File: config.mk
export PLATFORM = sky130hd
export DESIGN_NAME = fmrom_spi_reader
export DESIGN_NICKNAME = d
export VERILOG_FILES = /design/src/rtl/fmrom_spi_reader.sv
export SDC_FILE = /design/constraint.sdc
export NUM_CORES = 1
export LEC_CHECK = 0
export CAP_MARGIN = 20
export CORE_UTILIZATION = 49
export DETAILED_ROUTE_END_ITERATION = 16
export PLACE_DENSITY = 0.74
export SLEW_MARGIN = 20
export SYNTH_ARGS = -nofsm -noshare
export SYNTH_HDL_FRONTEND = slang
export SYNTH_SLANG_ARGS = --single-unit
File: constraint.sdc
create_clock -name ex_clk_27m -period 3.4 [get_ports ex_clk_27m]
set_input_delay 0.68 -clock ex_clk_27m [delete_from_list [all_inputs] [get_ports ex_clk_27m]]
set_output_delay 0.68 -clock ex_clk_27m [all_outputs]
set_load 0.02 [all_outputs]
File: src/rtl/fmrom_spi_reader.sv
// rtl/fmrom_spi_reader.sv - FM-PAC ROM window reader: fetches one byte per Z80 read from SPI flash
// Holds the Z80 in WAIT while the byte is fetched, then drives it until the read ends.
module fmrom_spi_reader #(
   parameter logic [23:0] ROM_BASE = 24'h100000,
   parameter logic [1:0]  WIN_HI   = 2'b01
) (
   input  logic        ex_clk_27m,
   input  logic        reset,
   input  logic        bus_sltsl_n,
   input  logic        busMreq_n,
   input  logic        bus_rd_n,
   input  logic [15:0] bus_addr,
   output logic [7:0]  bus_data_out,
   output logic        bus_data_reverse,
   output logic        bus_wait_n,
   output logic        spi_cs_n,
   output logic        spi_sck,
   output logic        spi_mosi,
   input  logic        spi_miso,
   output logic        fmrom_read,
   output logic [1:0]  fmrom_state,
   output logic [4:0]  fmrom_counter
);

   typedef enum logic [1:0] {IDLE = 2'd0, CMD = 2'd1, DATA = 2'd2, HOLD = 2'd3} state_t;

   state_t      state_q, state_d;
   logic [1:0]  sltsl_q, mreq_q, rd_q;
   logic        q_prev_q;
   logic [31:0] shift_q, shift_d;
   logic [4:0]  cnt_q, cnt_d;
   logic        phase_q, phase_d;
   logic [7:0]  rx_q, rx_d;
   logic [7:0]  dout_q, dout_d;
   logic        q, trig, active;

   assign q    = !sltsl_q[1] && !mreq_q[1] && !rd_q[1] && (bus_addr[15:14] == WIN_HI);
   assign trig = q && !q_prev_q;

   // History resets as "already high" so an access held across reset cannot fire.
   always_ff @(posedge ex_clk_27m) begin
      if (reset) begin
         sltsl_q  <= 2'b00;
         mreq_q   <= 2'b00;
         rd_q     <= 2'b00;
         q_prev_q <= 1'b1;
      end else begin
         sltsl_q  <= {sltsl_q[0], bus_sltsl_n};
         mreq_q   <= {mreq_q[0], busMreq_n};
         rd_q     <= {rd_q[0], bus_rd_n};
         q_prev_q <= q;
      end
   end

   always_ff @(posedge ex_clk_27m) begin
      if (reset) begin
         state_q <= IDLE;
         shift_q <= 32'd0;
         cnt_q   <= 5'd0;
         phase_q <= 1'b0;
         rx_q    <= 8'd0;
         dout_q  <= 8'd0;
      end else begin
         state_q <= state_d;
         shift_q <= shift_d;
         cnt_q   <= cnt_d;
         phase_q <= phase_d;
         rx_q    <= rx_d;
         dout_q  <= dout_d;
      end
   end

   always_comb begin
      state_d = state_q;
      shift_d = shift_q;
      cnt_d   = cnt_q;
      phase_d = phase_q;
      rx_d    = rx_q;
      dout_d  = dout_q;
      case (state_q)
         IDLE: begin
            if (trig) begin
               state_d = CMD;
               shift_d = {8'h03, ROM_BASE + {10'd0, bus_addr[13:0]}};
               cnt_d   = 5'd31;
               phase_d = 1'b0;
            end
         end
         CMD: begin
            if (!q) begin
               state_d = IDLE;
               cnt_d   = 5'd0;
               phase_d = 1'b0;
            end else if (!phase_q) begin
               phase_d = 1'b1;
            end else begin
               phase_d = 1'b0;
               shift_d = {shift_q[30:0], 1'b0};
               if (cnt_q == 5'd0) begin
                  state_d = DATA;
                  cnt_d   = 5'd7;
               end else begin
                  cnt_d = cnt_q - 5'd1;
               end
            end
         end
         DATA: begin
            if (!q) begin
               state_d = IDLE;
               cnt_d   = 5'd0;
               phase_d = 1'b0;
            end else if (!phase_q) begin
               phase_d = 1'b1;
            end else begin
               // miso is taken while sck is high, at the end of the high half.
               phase_d = 1'b0;
               rx_d    = {rx_q[6:0], spi_miso};
               if (cnt_q == 5'd0) begin
                  state_d = HOLD;
                  dout_d  = {rx_q[6:0], spi_miso};
               end else begin
                  cnt_d = cnt_q - 5'd1;
               end
            end
         end
         HOLD: begin
            if (!q) state_d = IDLE;
         end
         default: state_d = IDLE;
      endcase
   end

   assign active           = (state_q == CMD) || (state_q == DATA);
   assign spi_cs_n         = !active;
   assign spi_sck          = active && phase_q;
   assign spi_mosi         = (state_q == CMD) && shift_q[31];
   assign bus_wait_n       = !active;
   assign bus_data_reverse = (state_q == HOLD) && q;
   assign fmrom_read       = active || bus_data_reverse;
   assign bus_data_out     = dout_q;
   assign fmrom_state      = state_q;
   assign fmrom_counter    = cnt_q;

endmodule
==> impl_metrics.env, run 1 <==
export IMPL_ys_seq_area_share_pct=45.4
export IMPL_r2r_start="fmrom_state[0]$_SDFFE_PP0P_"
export IMPL_wl_met2_um=2440
export IMPL_r2r_cells=7
export IMPL_drtAntennaViolNets=0
export IMPL_worstPathArrival_ns=2.28
export IMPL_routedWlPerCell_um=12.7
export IMPL_final_cell_area_sq_um=3380
export IMPL_syn_num_nets=322
export IMPL_crit_type="primary input to output port"
export IMPL_areaGrowthSynthToFinish_pct=23.7
export IMPL_grt_pass1_wl_um=8780
export IMPL_nets=359
export IMPL_hold_class="register to register"
export IMPL_slew_headroom_pct=46.9
export IMPL_antennaDiodeCount=0
export IMPL_reg2reg_slack_ns=1.18
export IMPL_final_cell_mix="dfxtp_1 (62), clkdlybuf4s50_1 (41), nor2_1 (34), mux2i_1 (29), nand2_1 (27)"
export IMPL_cts_htree_levels=3
export IMPL_m1WireLength_um=2430
export IMPL_cts_resized=0
export IMPL_max_freq_mhz=337
export IMPL_setup_viol=0
export IMPL_die_area_sq_um=5890
export IMPL_ir_drop_mv=0.321
export IMPL_core_sq_um=5240
export IMPL_synthCells=293
export IMPL_place_gp_congestion=0.771
export IMPL_cellLeakagePower_nw=1.30
export IMPL_rsz0062_at_grt="false"
export IMPL_io_pins=43
export IMPL_start_kind="primary input"
export IMPL_place_port_buffers=42
export IMPL_worstMarginPinSlew_ns=0.797
export IMPL_endpoint_kind="output port"
export IMPL_place_ws_ns=0.454
export IMPL_ys_flop_type="dfxtp_1"
export IMPL_wl_met3_um=181
export IMPL_antenna_found_initial=0
export IMPL_hold_violations=0
export IMPL_synthArstFlopShare_pct=0
export IMPL_die_y_um=76.7
export IMPL_start_util_pct=52.2
export IMPL_min_path_cells=1
export IMPL_synthesis_area_sq_um=2740
export IMPL_cts_sinks=62
export IMPL_viasPerCell=5.31
export IMPL_die_x_um=76.7
export IMPL_route_top_layer_used="met4"
export IMPL_cts_buffers=9
export IMPL_hp_start="mreq_q[0]$_SDFF_PP0_"
export IMPL_grt_max_degree=46
export IMPL_syn_avg_cell_area_sq_um=9.34
export IMPL_yosys_warnings=0
export IMPL_ys_types=42
export IMPL_min_period_ns=2.96
export IMPL_power_total_mw=1.78
export IMPL_overflow=0
export IMPL_dp_hpwl_um=3240
export IMPL_power_density_nw_per_um2=527
export IMPL_cp_max_fo=4
export IMPL_holdWs_ns=0.445
export IMPL_dpl_cell_area_sq_um=3180
export IMPL_critPathRequiredTime_ns=2.72
export IMPL_worstHoldEndpoint="mreq_q[1]$_SDFF_PP0_"
export IMPL_r2r_end="fmrom_counter[4]$_SDFFE_PP0P_"
export IMPL_worstSkewPairLatency_ns=0.33
export IMPL_drive_gt1_share_pct=11.4
export IMPL_firstDrtPassIters=4
export IMPL_ys_ff_latch=62
export IMPL_rows=26
export IMPL_grt_pass1_vias=2038
export IMPL_first_iter_violations=142
export IMPL_grtUsageTotal_pct=18.5
export IMPL_max_cap_violations=0
export IMPL_drc_errors=0
export IMPL_clockBufferDepth=2
export IMPL_status="finished, final reports clean"
export IMPL_vias=2146
export IMPL_cts_root_buf="clkbuf_8"
export IMPL_synth_edf_count=0
export IMPL_cts_setup_buffers=0
export IMPL_period_share_pct=87.2
export IMPL_num_fill_cells=442
export IMPL_layout_commonest_cell="dfxtp_1"
export IMPL_setup_ws_ns=0.436
export IMPL_clk_pin_slew_ns=0.06
export IMPL_skew_ns=0.00749
export IMPL_wl_um=5120
export IMPL_setup_tns_ns=0
export IMPL_cts_hold_buf=0
export IMPL_maxSlewViolCount=0
export IMPL_cts_tree="built"
==> worst max-delay path, cell delays in order <==
cell             delay, ns
clkdlybuf4s50_1       0.44
nor4_4                0.22
and3_1                0.24
or2_2                 0.12
clkdlybuf4s50_1       0.59
==> cell type report <==
cell class / instances / area, sq um / share of cell area (%)
inverter: 8 / 30.0 / 0.887
tap: 70 / 87.6 / 2.59
timing repair buffer: 45 / 438 / 12.9
multi-input combinational: 204 / 1380 / 40.8
clock buffer: 12 / 165 / 4.88
clock inverter: 3 / 42.5 / 1.26
sequential: 62 / 1240 / 36.7
==> kinds of logic (layout without fill, tap and decap cells) <==
logic type	after synthesis	in the layout	synth area share (%)
flip-flops	62	62	45.4
AND/OR/NAND/NOR	107	107	20.4
AO/OA/AOI/OAI	61	61	16.2
buffers and inverters	27	68	4.21
multiplexers	29	29	10.6
adder cells (fa/ha/maj)	7	7	3.20
==> registers in the layout, summed over array words and instances, names as in the netlist <==
name / count
bus_data_out: 8
fmrom_counter: 5
fmrom_state: 2
mreq_q: 2
phase_q: 1
q_prev_q: 1
rd_q: 2
rx_q: 7
shift_q: 32
sltsl_q: 2
==> where the power goes <==
part	switching [mW]	internal (mW)	total [mW]
Clock	0.273	0.393	0.666
Combinational	0.184	0.149	0.333
Sequential	0.0281	0.757	0.785
Total	0.485	1.30	1.78
==> cells in the mapped netlist, types with 5 or more instances <==
cell type | n | share of area [%]
buf_2 | 5 | 0.91
clkbuf_1 | 11 | 1.5
nand3_1 | 16 | 2.9
ha_1 | 7 | 3.2
dfxtp_1 | 62 | 45
inv_1 | 8 | 1.1
a211oi_1 | 5 | 1.4
mux2i_1 | 29 | 11
nand2_1 | 27 | 3.7
a21oi_1 | 23 | 4.2
nor2b_1 | 6 | 1.4
nor2_1 | 34 | 4.7
a211oi_2 | 9 | 4.1
o21ai_0 | 7 | 1.3
==> worst max path at each step <==
| stage | start | to | slack, ns |
|---|---|---|---|
| 2_1_floorplan | fmrom_state[1]$_SDFFE_PP0P_ | fmrom_counter[4]$_SDFFE_PP0P_ | 1.30 |
| 3_3_place_gp | bus_addr[15] | fmrom_read | 0.45 |
| 3_5_place_dp | bus_addr[15] | fmrom_read | 0.45 |
| 4_1_cts | bus_addr[15] | fmrom_read | 0.43 |
| 5_1_grt | bus_addr[15] | fmrom_read | 0.35 |
| 6_report | bus_addr[15] | fmrom_read | 0.44 |
==> layer usage <==
layer / vias to the layer above / global-route usage [%]
li1: 1093 / -
met1: 1003 / 21.4
met2: 42 / 31.9
met3: 8 / 5.48
met4: 0 / 7.50
met5: - / 0
==> per-stage QoR <==
step / cells / util, %
after floorplan: 293 / -
after global placement: 389 / 60.7
after detailed placement: 389 / 60.7
after CTS: 404 / 64.6
after global routing: 404 / 64.6
final: 404 / 64.6
(Power assumes the default switching activity.)
==> run 2, diff against run 1 <==
Settings changed: CORE_UTILIZATION 49 to 35, PLACE_DENSITY 0.74 to unset, RECOVER_POWER set to 100.
==> run 2 against run 1 <==
The run now ends with capacitance limit, slew limit left. Core utilization shrank 19 points. Final cell count rose by 7.4%. Worst hold slack got worse by 0.0056 ns. Worst setup slack worse by 0.17 ns. Cell area decreased by 0.18%. Sequential cell count unchanged. Critical path type unchanged.
==> impl_metrics.env, run 2 (same netlist as run 1, synthesis figures left out) <==
export IMPL_layout_commonest_cell="dfxtp_1"
export IMPL_grt_use_met2_pct=21.9
export IMPL_first_iter_violations=93
export IMPL_die_area_sq_um=8180
export IMPL_setup_tns_ns=0
export IMPL_hold_class="register to register"
export IMPL_drc_errors=0
export IMPL_min_path_cells=1
export IMPL_gr_usage_met1_pct=19.5
export IMPL_routedWlPerCell_um=12.9
export IMPL_cts_buffers=9
export IMPL_dp_cells=418
export IMPL_drive_gt1_share_pct=8.36
export IMPL_crit_type="primary input to output port"
export IMPL_final_cell_mix="dfxtp_1 (62), nor2_1 (34), mux2i_1 (29), nand2_1 (28), a21oi_1 (23)"
export IMPL_grtUsageTotal_pct=14.7
export IMPL_power_density_nw_per_um2=547
export IMPL_grt_max_degree=45
export IMPL_reg2reg_slack_ns=0.68
export IMPL_firstDrtPassIters=4
export IMPL_cellLeakagePower_nw=1.34
export IMPL_min_period_ns=3.13
export IMPL_cts_hold_buf=0
export IMPL_r2r_start="fmrom_state[1]$_SDFFE_PP0P_"
export IMPL_nets=359
export IMPL_finalNonFillerCells=434
export IMPL_cts_tree="built"
export IMPL_io_pins=43
export IMPL_r2r_end="fmrom_counter[4]$_SDFFE_PP0P_"
export IMPL_rows=31
export IMPL_die_y_um=90.4
export IMPL_drtAntennaViolNets=0
export IMPL_num_fill_cells=746
export IMPL_cts_htree_levels=3
export IMPL_max_cap_violations=1
export IMPL_grt_busiest_layer="met2"
export IMPL_cts_sinks=62
export IMPL_maxSlewViolCount=37
export IMPL_dp_hpwl_um=3500
export IMPL_multi_input_area_sq_um=1320
export IMPL_met3_usage_pct=4.29
export IMPL_antenna_found_initial=0
export IMPL_slew_headroom_pct=-6.29
export IMPL_viasPerCell=4.96
export IMPL_antennaDiodeCount=0
export IMPL_largest_register_ffs=32
export IMPL_hp_start="mreq_q[0]$_SDFF_PP0_"
export IMPL_overflow=0
export IMPL_grt_pass1_vias=2074
export IMPL_endpoint_kind="output port"
export IMPL_ir_drop_mv=0.279
export IMPL_die_x_um=90.4
export IMPL_clockBufferDepth=2
export IMPL_hold_violations=0
export IMPL_regArea_sq_um=1240
export IMPL_cts_root_buf="clkbuf_8"
export IMPL_violations="capacitance limit, slew limit"
export IMPL_status="finished, violations left"
export IMPL_r2r_cells=7
export IMPL_setup_viol=0
export IMPL_place_port_buffers=42
export IMPL_max_freq_mhz=319
export IMPL_cp_max_fo=4
export IMPL_vias=2152
export IMPL_critPathRequiredTime_ns=2.72
export IMPL_period_share_pct=92.1
export IMPL_clk_pin_slew_ns=0.07
export IMPL_place_gp_congestion=0.813
export IMPL_worstPathArrival_ns=2.45
export IMPL_cts_setup_buffers=0
export IMPL_start_kind="primary input"
export IMPL_top_register="shift_q"
export IMPL_areaGrowthSynthToFinish_pct=23.5
export IMPL_grt_pass1_wl_um=9680
export IMPL_start_util_pct=36.9
export IMPL_core_sq_um=7410
export IMPL_worstSkewPairLatency_ns=0.34
export IMPL_skew_ns=0.00645
export IMPL_cts_resized=0
export IMPL_worstMarginPinSlew_ns=1.59
export IMPL_wl_um=5580
export IMPL_rsz0062_at_grt="false"
export IMPL_worstHoldEndpoint="mreq_q[1]$_SDFF_PP0_"
-- run 2: changes by cell type in the layout (fill, tap and decap cells not counted), moves of 2 or more --
| cell | before | now |
|---|---|---|
| dlygate4sd3_1 | 0 | 22 |
| o21ai_1 | 3 | 0 |
| clkbuf_2 | 0 | 2 |
| a211oi_1 | 5 | 10 |
| a211oi_2 | 9 | 5 |
| clkdlybuf4s50_1 | 41 | 19 |
| buf_4 | 3 | 1 |
| o21ai_0 | 7 | 10 |
-- run 2: metrics by stage --
| stage | util (%) | hold WS (ns) | total power, mW | worst slack [ns] | instance area (sq um) |
|---|---|---|---|---|---|
| floorplan | - | 0.414 | 1.04 | 1.30 | 2740 |
| global placement | 43.4 | 0.418 | 1.14 | 0.488 | 3210 |
| detailed placement | 43.4 | 0.428 | 1.14 | 0.443 | 3210 |
| CTS | 46.5 | 0.444 | 1.90 | 0.422 | 3450 |
| global route | 45.6 | 0.465 | 1.95 | 0.202 | 3380 |
| finish | 45.6 | 0.440 | 1.85 | 0.269 | 3380 |
-- run 2: layout make-up --
cell class                      instances  area share (%)
Clock buffer                           11            4.48
Clock inverter                          5            2.41
Inverter                                8           0.889
Multi-Input combinational cell        204            39.0
Sequential cell                        62            36.7
Tap cell                               99            3.67
Timing Repair Buffer                   45            12.8
-- run 2: routing by layer --
layer  up-vias  part of all wire [%]  routed length, um
met4         0                   1.1                 59
met5         -                     0                  0
met3         4                   4.8                267
met2        43                    44               2480
met1      1004                    50               2770
li1       1101                     -                  -
-- run 2: worst max-delay path by stage --
stage	startpoint	endpoint	depth (start not counted)
2_1_floorplan	fmrom_state[1]$_SDFFE_PP0P_	fmrom_counter[4]$_SDFFE_PP0P_	8
3_3_place_gp	bus_addr[15]	fmrom_read	5
3_5_place_dp	bus_addr[15]	fmrom_read	5
4_1_cts	bus_addr[15]	fmrom_read	5
5_1_grt	bus_addr[15]	fmrom_read	5
6_report	bus_addr[15]	fmrom_read	5
-- run 2: critical path: stages --
cell,delay (ns)
dlygate4sd3_1,0.58
nor4_4,0.20
and3_1,0.22
or2_2,0.10
dlygate4sd3_1,0.66
-- run 2: report_power, final --
part / switching (mW) / internal [mW]
clock network: 0.297 / 0.453
registers: 0.0272 / 0.757
logic: 0.178 / 0.135
==> run 3, diff against run 2 <==
Settings changed: PLACE_DENSITY_LB_ADDON set to 0.05.
==> run 3 against run 2 <==
Final cell count grew 0.23%. Clock power shrank 26%. Sequential share of layout area grew 0.62 points. Largest cell class unchanged. The flow now finishes without violations.
==> impl_metrics.env, run 3 (same netlist as run 1, synthesis figures left out) <==
export IMPL_status="finished, final reports clean"
export IMPL_hp_start="sltsl_q[0]$_SDFF_PP0_"
export IMPL_holdWs_ns=0.437
export IMPL_place_gp_congestion=0.701
export IMPL_drtAntennaViolNets=0
export IMPL_p_switching_mw=0.484
export IMPL_worstMarginPinSlew_ns=1.40
export IMPL_cts_htree_levels=3
export IMPL_cts_tree="built"
export IMPL_cts_resized=0
export IMPL_antenna_found_initial=0
export IMPL_period_share_pct=90.6
export IMPL_slew_headroom_pct=6.71
export IMPL_hold_violations=0
export IMPL_seqPwrFrac_pct=47.3
export IMPL_die_y_um=90.4
export IMPL_r2r_start="fmrom_state[0]$_SDFFE_PP0P_"
export IMPL_cts_sinks=62
export IMPL_grt_pass1_wl_um=9390
export IMPL_die_area_sq_um=8180
export IMPL_viasPerCell=4.83
export IMPL_grt_pass1_vias=1946
export IMPL_num_fill_cells=755
export IMPL_areaGrowthSynthToFinish_pct=21.4
export IMPL_cts_root_buf="clkbuf_8"
export IMPL_setup_viol=0
export IMPL_p_int_mw=1.18
export IMPL_top_register="shift_q"
export IMPL_drc_errors=0
export IMPL_antennaDiodeCount=0
export IMPL_drive_gt1_share_pct=7.74
export IMPL_cp_max_fo=4
export IMPL_cp_startpoint="bus_addr[15]"
export IMPL_clockBufferDepth=2
export IMPL_final_cell_mix="dfxtp_1 (62), nor2_1 (34), mux2i_1 (29), nand2_1 (28), a21oi_1 (23)"
export IMPL_first_iter_violations=67
export IMPL_worstPathArrival_ns=2.40
export IMPL_vias=2103
export IMPL_clk_pin_slew_ns=0.06
export IMPL_pwr_share_clk_pct=33.6
export IMPL_nets=360
export IMPL_die_x_um=90.4
export IMPL_largest_register_ffs=32
export IMPL_switching_share_pct=29.2
export IMPL_wl_um=5650
export IMPL_cts_buffers=9
export IMPL_setup_ws_ns=0.318
export IMPL_regArea_sq_um=1240
export IMPL_skew_ns=0.00824
export IMPL_start_kind="primary input"
export IMPL_maxSlewViolCount=0
export IMPL_core_sq_um=7410
export IMPL_final_core_util_pct=44.8
export IMPL_combPwrFrac_pct=19.2
export IMPL_worstSkewPairLatency_ns=0.34
export IMPL_routedWlPerCell_um=13.0
export IMPL_critPathRequiredTime_ns=2.72
export IMPL_max_cap_violations=0
export IMPL_min_period_ns=3.08
export IMPL_cts_hold_buf=0
export IMPL_hold_class="register to register"
export IMPL_overflow=0
export IMPL_crit_type="primary input to output port"
export IMPL_rsz0062_at_grt="false"
export IMPL_place_ws_ns=0.465
export IMPL_cts_setup_buffers=0
export IMPL_ir_drop_mv=0.236
export IMPL_multi_input_area_sq_um=1320
export IMPL_layout_commonest_cell="dfxtp_1"
export IMPL_cellLeakagePower_nw=1.32
export IMPL_grt_max_degree=45
export IMPL_rows=31
export IMPL_dp_hpwl_um=3600
export IMPL_power_density_nw_per_um2=500
export IMPL_endpoint_kind="output port"
export IMPL_place_port_buffers=42
export IMPL_start_util_pct=36.9
export IMPL_io_pins=43
export IMPL_firstDrtPassIters=4
export IMPL_setup_tns_ns=0
export IMPL_max_freq_mhz=324
export IMPL_power_total_mw=1.66
export IMPL_grtUsageTotal_pct=14.4
-- run 3: metrics by stage --
| stage | cell area (sq um) | std cells |
|---|---|---|
| floorplan | 2740 | 293 |
| global placement | 3220 | 419 |
| detailed placement | 3220 | 419 |
| CTS | 3390 | 435 |
| global route | 3320 | 435 |
| finish | 3320 | 435 |
-- run 3: power groups by stage --
stage / logic [mW] / clock network [mW] / registers [mW]
finish: 0.318 / 0.557 / 0.785
global route: 0.350 / 0.621 / 0.789
CTS: 0.344 / 0.579 / 0.786
detailed placement: 0.343 / 0 / 0.802
global placement: 0.342 / 0 / 0.802
floorplan: 0.225 / 0 / 0.811
-- run 3: layer usage --
layer	vias to the layer above	wire length [um]	GRT usage (%)
met4	0	62	4.44
met2	34	2510	22.5
met5	-	0	0
met3	7	253	5.64
li1	1102	-	-
met1	960	2820	18.3
-- run 3: cell type report --
type                    count  share of cell area (%)
multi-input cells         204                    39.7
flip-flops and latches     62                    37.4
repair buffers             46                    13.2
clock buffers              12                    4.37
well taps                  99                    3.73
inverters                   8                   0.904
clock inverters             4                   0.678
-- run 3: worst max-delay path, stage by stage --
cell and delay (ns):
dlygate4sd3_1 0.57, nor4_4 0.19, and3_1 0.21, or2_2 0.10, dlygate4sd3_1 0.66
-- run 3: worst paths after layout --
check,endpoint,slack [ns],depth (start not counted)
max,fmrom_read,0.32,5
min,sltsl_q[1]$_SDFF_PP0_,0.44,1
max reg2reg,fmrom_counter[4]$_SDFFE_PP0P_,0.75,7
min reg2reg,sltsl_q[1]$_SDFF_PP0_,0.44,1
